File: config.mk
export PLATFORM = sky130hd
export DESIGN_NAME = kan_weight_loader_flat
export DESIGN_NICKNAME = d
export VERILOG_FILES = /design/src/rtl/kan_weight_loader_if.sv /design/src/rtl/kan_weight_loader.sv /design/src/flat_wrapper.sv
export SDC_FILE = /design/constraint.sdc
export NUM_CORES = 1
export LEC_CHECK = 0
export ABC_AREA = 1
export BUFFER_PORTS_ARGS = -buffer_cell sky130_fd_sc_hd__buf_2
export CORE_UTILIZATION = 45
export CTS_CLUSTER_DIAMETER = 30
export DETAILED_ROUTE_END_ITERATION = 16
export PLACE_DENSITY = 0.65
export REMOVE_ABC_BUFFERS = 1
export SYNTH_ARGS = -nofsm -noshare
export SYNTH_HDL_FRONTEND = slang
export SYNTH_SLANG_ARGS = --single-unit
File: constraint.sdc
create_clock -name clk -period 4.64 [get_ports clk]
set_input_delay 0 -clock clk [delete_from_list [all_inputs] [get_ports clk]]
set_output_delay 0 -clock clk [all_outputs]
set_load 0.02 [all_outputs]
File: src/rtl/kan_weight_loader_if.sv
// Stream and read-port bundle for the KAN weight loader.
// Master feeds words and issues reads; slave is the loader.
interface kan_weight_loader_if #(
  parameter int AW = 3
);
  logic          s_valid;
  logic [15:0]   s_data;
  logic          s_ready;
  logic          rd_sel;
  logic [AW-1:0] rd_addr;
  logic [15:0]   rd_data;

  modport master (
    output s_valid, s_data, rd_sel, rd_addr,
    input  s_ready, rd_data
  );

  modport slave (
    input  s_valid, s_data, rd_sel, rd_addr,
    output s_ready, rd_data
  );
endinterface

File: src/rtl/kan_weight_loader.sv
// Loads base and spline weight RAMs from a checksummed word stream.
// Exposes a registered read port for the linear layer.
module kan_weight_loader #(
  parameter int IN_FEATURES  = 2,
  parameter int OUT_FEATURES = 3,
  parameter int AW = ((OUT_FEATURES * IN_FEATURES) > 1)
                     ? $clog2(OUT_FEATURES * IN_FEATURES) : 1
) (
  input  logic clk,
  input  logic reset,
  input  logic start,
  kan_weight_loader_if.slave bus,
  output logic busy,
  output logic weights_valid,
  output logic err
);

  localparam int N = OUT_FEATURES * IN_FEATURES;

  typedef enum logic [1:0] {
    IDLE,
    LOAD_BASE,
    LOAD_SPLINE,
    CHECK
  } state_e;

  state_e        state_q, state_d;
  logic [AW-1:0] cnt_q, cnt_d;
  logic [15:0]   acc_q, acc_d;
  logic          wv_q, wv_d;
  logic          err_q, err_d;
  logic [15:0]   rd_data_q, rd_data_d;

  logic [15:0] base_mem [0:2**AW-1];
  logic [15:0] spl_mem  [0:2**AW-1];

  logic ready;
  logic fire;
  logic last;
  logic we_base;
  logic we_spl;

  assign fire = bus.s_valid && ready;
  assign last = (cnt_q == AW'(N - 1));

  always_comb begin
    state_d = state_q;
    cnt_d   = cnt_q;
    acc_d   = acc_q;
    wv_d    = wv_q;
    err_d   = err_q;
    ready   = 1'b0;
    we_base = 1'b0;
    we_spl  = 1'b0;
    unique case (state_q)
      IDLE: begin
        if (start) begin
          state_d = LOAD_BASE;
          cnt_d   = '0;
          acc_d   = '0;
          err_d   = 1'b0;
          wv_d    = 1'b0;
        end
      end
      LOAD_BASE, LOAD_SPLINE: begin
        ready = 1'b1;
        if (fire) begin
          we_base = (state_q == LOAD_BASE);
          we_spl  = (state_q == LOAD_SPLINE);
          acc_d   = acc_q + bus.s_data;
          if (last) begin
            cnt_d   = '0;
            state_d = (state_q == LOAD_BASE)
                      ? LOAD_SPLINE : CHECK;
          end else begin
            cnt_d = cnt_q + 1'b1;
          end
        end
      end
      CHECK: begin
        ready = 1'b1;
        if (fire) begin
          if (bus.s_data == acc_q) wv_d = 1'b1;
          else                     err_d = 1'b1;
          state_d = IDLE;
        end
      end
      default: state_d = IDLE;
    endcase
  end

  // Out-of-range addresses read as zero rather than stale RAM.
  always_comb begin
    rd_data_d = '0;
    if (int'(bus.rd_addr) < N) begin
      rd_data_d = bus.rd_sel ? spl_mem[bus.rd_addr]
                             : base_mem[bus.rd_addr];
    end
  end

  always_ff @(posedge clk) begin
    if (!reset) begin
      state_q   <= IDLE;
      cnt_q     <= '0;
      acc_q     <= '0;
      wv_q      <= 1'b0;
      err_q     <= 1'b0;
      rd_data_q <= '0;
    end else begin
      state_q   <= state_d;
      cnt_q     <= cnt_d;
      acc_q     <= acc_d;
      wv_q      <= wv_d;
      err_q     <= err_d;
      rd_data_q <= rd_data_d;
    end
  end

  // RAMs keep contents across reset; reads see pre-write data.
  always_ff @(posedge clk) begin
    if (reset && we_base) base_mem[cnt_q] <= bus.s_data;
    if (reset && we_spl)  spl_mem[cnt_q]  <= bus.s_data;
  end

  assign bus.s_ready   = ready;
  assign bus.rd_data   = rd_data_q;
  assign busy          = (state_q != IDLE);
  assign weights_valid = wv_q;
  assign err           = err_q;

endmodule

File: src/flat_wrapper.sv
// flat-port wrapper written by rule: the top's interface ports become plain ports
module kan_weight_loader_flat 
#(
  parameter int IN_FEATURES  = 2,
  parameter int OUT_FEATURES = 3,
  parameter int AW = ((OUT_FEATURES * IN_FEATURES) > 1)
                     ? $clog2(OUT_FEATURES * IN_FEATURES) : 1
)
  (clk, reset, start, busy, weights_valid, err, bus_s_valid, bus_s_data, bus_rd_sel, bus_rd_addr, bus_s_ready, bus_rd_data);
  kan_weight_loader_if #(.AW(AW)) bus_i ();
  input  logic clk;
  input  logic reset;
  input  logic start;
  output logic busy;
  output logic weights_valid;
  output logic err;
  input wire logic [$bits(bus_i.s_valid)-1:0] bus_s_valid;
  input wire logic [$bits(bus_i.s_data)-1:0] bus_s_data;
  input wire logic [$bits(bus_i.rd_sel)-1:0] bus_rd_sel;
  input wire logic [$bits(bus_i.rd_addr)-1:0] bus_rd_addr;
  output wire logic [$bits(bus_i.s_ready)-1:0] bus_s_ready;
  output wire logic [$bits(bus_i.rd_data)-1:0] bus_rd_data;
  assign bus_i.s_valid = bus_s_valid;
  assign bus_i.s_data = bus_s_data;
  assign bus_i.rd_sel = bus_rd_sel;
  assign bus_i.rd_addr = bus_rd_addr;
  assign bus_s_ready = bus_i.s_ready;
  assign bus_rd_data = bus_i.rd_data;
  kan_weight_loader #(.IN_FEATURES(IN_FEATURES), .OUT_FEATURES(OUT_FEATURES), .AW(AW)) u_core (.clk(clk), .reset(reset), .start(start), .bus(bus_i), .busy(busy), .weights_valid(weights_valid), .err(err));
endmodule
==> reports/summary.txt <==
outcome -> finished clean
Final ANT Viol Nets -> 0
worst skew pair latency -> 0.56 ns
Synth Warn # -> 0
die width -> 167.6 um
setup bufs post-CTS -> 0
CTS root buf -> clkbuf_16
CTS H-Tree Depth -> 2
final instance area -> 0.01487 mm^2
Seq pwr share -> 0.373
Final Skew -> 0.02111 ns
R2R Path Start -> u_core.state_q[0]$_SDFFE_PN0P_
post-CTS sizing -> 0
total wire length -> 30070 um
kind of critical path -> register to register
Worst EP required -> 4.82 ns
CP arrival -> 2.92 ns
setup TNS -> 0 ns
Clock transition at path regs -> 0.04 ns
layout cells sized above 1 -> 0.1509
Clock power frac -> 0.501
drc violations -> 0
min cycle time layout -> 2.733 ns
Synth Cell Area -> 0.01234 mm^2
PD cells -> 547.2 mW/mm^2
Worst setup EP type -> register
RSZ-0062 raised after global routing -> no
Fin. Hold Viols -> 0
CP Max Fanout -> 16
die area -> 0.02809 mm^2
Core ar. -> 0.02695 mm^2
VDD IR-drop max -> 363.8 uV
largest net degree at the start of global routing -> 97
grt ovf -> 0
area grow syn2layout -> 20.45%
routed vias -> 8477
final setup fails -> 0
Yosys reg bits -> 295
worst min path class -> input pin to register
first-pass GRT wire length -> 46280 um
vias in the first global route -> 8306
Sw Pwr -> 2.126 mW
Initial Util -> 0.4580
Leakage Power -> 5.320 nW
startpoint of the tightest hold check path -> bus_s_valid
Avg Cell Area, Syn -> 11.80 um^2
placed cell areas -> 0.01273 mm^2
CP Launch Type -> register
CTS tree -> built
GRT Util Overall -> 0.2172
Routed wire per std cell -> 19.95 um
nets@finish -> 1164
initial antenna violation count -> 0
clock buffer count from CTS -> 55
vias per cell -> 5.625
combinational fraction of design power -> 0.126
I/O Buffers -> 43
Iter 0 DRT Violations -> 745
pins over their slew limit -> 0
Worst path max stage delay -> 0.92 ns
crit-path cells -> inv_1, ha_1, nand4_1, nor2_2
Final GP Congestion -> 0.8680
DP Wirelength -> 17100 um
sw frac -> 0.2613
cell count after synthesis -> 1046
die height -> 167.6 um
max-cap viol count -> 0
first-pass iteration count of the detailed router -> 5
crit path from -> u_core.state_q[0]$_SDFFE_PN0P_
CP max stage cell -> nor2_2
row cnt -> 60
sequential-to-total area share from yosys stat -> 0.6861
IO Count -> 44
n_diodes -> 0
Tcrit/Tclk final -> 0.5891
TritonCTS Sinks -> 295
Slew @ Worst Pin -> 1.176 ns
Fmax achieved -> 0.3659 GHz
internal power -> 6.009 mW
Slew HR -> 0.2154
Distinct cells, synth -> 37
Max Buffers Root-to-Sink -> 3
[stage by stage]
| step | power (mW) | hold WS [ns] | util | std cells | worst slack (ns) |
|---|---|---|---|---|---|
| 2_1_floorplan | 3.744 | 0.09887 | - | 989 | 1.887 |
| 3_3_place_gp | 4.059 | 0.3555 | 0.4724 | 1385 | 2.046 |
| 3_5_place_dp | 4.084 | 0.3547 | 0.4724 | 1385 | 1.939 |
| 4_1_cts | 8.173 | 0.04653 | 0.5516 | 1507 | 1.900 |
| 5_1_grt | 8.437 | 0.09169 | 0.5516 | 1507 | 1.658 |
| 6_report | 8.135 | 0.06433 | 0.5516 | 1507 | 1.907 |
[path summary, 6_finish.rpt]
path / endpoint / slack (ns) / depth (start not counted)
setup reg to reg: u_core.spl_mem[6][11]$_DFFE_PP_ / 1.91 / 4
setup / recovery: u_core.spl_mem[6][11]$_DFFE_PP_ / 1.91 / 4
hold reg to reg: u_core.weights_valid$_SDFFE_PN0P_ / 0.45 / 2
hold / removal: u_core.state_q[1]$_SDFFE_PN0P_ / 0.06 / 5
[cells in the final DEF (no fill, tap or decap), types with 42 or more instances in the layout]
cell type / synthesis / final
edfxtp_1: 256 / 256
nor2_1: 179 / 165
o21ai_0: 103 / 102
nand2_1: 99 / 99
clkbuf_16: 0 / 56
inv_1: 51 / 51
a21oi_1: 48 / 48
nand3_1: 47 / 47
buf_2: 10 / 42
[metal layers]
metal  wire length, um  up-vias  GRT usage
li1                  -     3985          -
met2             14100      312     0.3471
met5                 0        -          0
met3              2216       55    0.03994
met1             13130     4125     0.2995
met4               618        0    0.07220
[cell families (layout without fill, tap and decap cells)]
family,Yosys count,after routing,share of synthesized area
xor+xnor,1,1,0.0007097
flops,295,295,0.6861
compound gates,274,274,0.1306
buf+inv,112,232,0.04856
fa+ha+maj,21,21,0.02190
simple gates,343,343,0.1122
[synthesized netlist by cell type, drive strengths merged]
| master | number | area (um^2) |
|---|---|---|
| o21ai | 142 | 714.4 |
| a21o | 2 | 15.01 |
| nand3b | 1 | 7.510 |
| nor4 | 1 | 6.260 |
| o221ai | 32 | 280.3 |
| ha | 20 | 250.2 |
| nand3 | 47 | 235.2 |
| or2 | 3 | 18.77 |
| nand4 | 5 | 31.28 |
| buf | 33 | 295.3 |
| nor3 | 6 | 30.03 |
| fa | 1 | 20.02 |
| o211ai | 32 | 240.2 |
| inv | 54 | 205.2 |
| nand2 | 99 | 371.6 |
| dfxtp | 39 | 780.8 |
| xor2 | 1 | 8.760 |
| a21oi | 49 | 249.0 |
| a211oi | 1 | 7.510 |
| and2 | 2 | 12.51 |
| clkinv | 1 | 3.750 |
| edfxtp | 256 | 7687 |
| o211a | 1 | 10.01 |
| nor2 | 179 | 671.9 |
| o22ai | 14 | 87.58 |
| clkbuf | 24 | 95.09 |
| o21bai | 1 | 7.510 |
[critical path: cells and delay by family, from the launching register on]
| family | cells | cell delay [ns] |
|---|---|---|
| adder cells (fa/ha/maj) | 1 | 0.43 |
| buffers and inverters | 1 | 0.10 |
| flip-flops | 1 | 0.36 |
| AND/OR/NAND/NOR | 2 | 1.47 |
[power groups by stage]
| stage | clock (mW) | sequential, mW | combinational [mW] |
|---|---|---|---|
| after floorplan | 0 | 3.09 | 0.657 |
| after global placement | 0 | 3.08 | 0.981 |
| after detailed placement | 0 | 3.08 | 1.00 |
| after CTS | 4.12 | 3.03 | 1.02 |
| after global routing | 4.24 | 3.04 | 1.15 |
| final | 4.07 | 3.03 | 1.03 |
[final cells by class]
class | count | area [um^2]
fill | 2242 | 12080
multi-input combinational | 639 | 3321
clock inverter | 34 | 420.4
clock buffer | 70 | 1534
timing repair buffer | 73 | 488.0
inverter | 55 | 209.0
sequential | 295 | 8468
tap | 341 | 426.7
[state kept, by name, indices dropped and copies added, names as in the netlist]
| name | flops |
|---|---|
| u_core.acc_q | 16 |
| u_core.spl_mem | 128 |
| u_core.state_q | 2 |
| u_core.base_mem | 128 |
| u_core.weights_valid | 1 |
| u_core.err | 1 |
| u_core.bus.rd_data | 16 |
| u_core.cnt_q | 3 |
[repair_timing]
item                                   in CTS  in global routing
endpoints found under the hold margin     273                  0
hold buffers                               18                  0
setup endpoints to repair                   0                  0
Power figures use the tool's default switching activity.
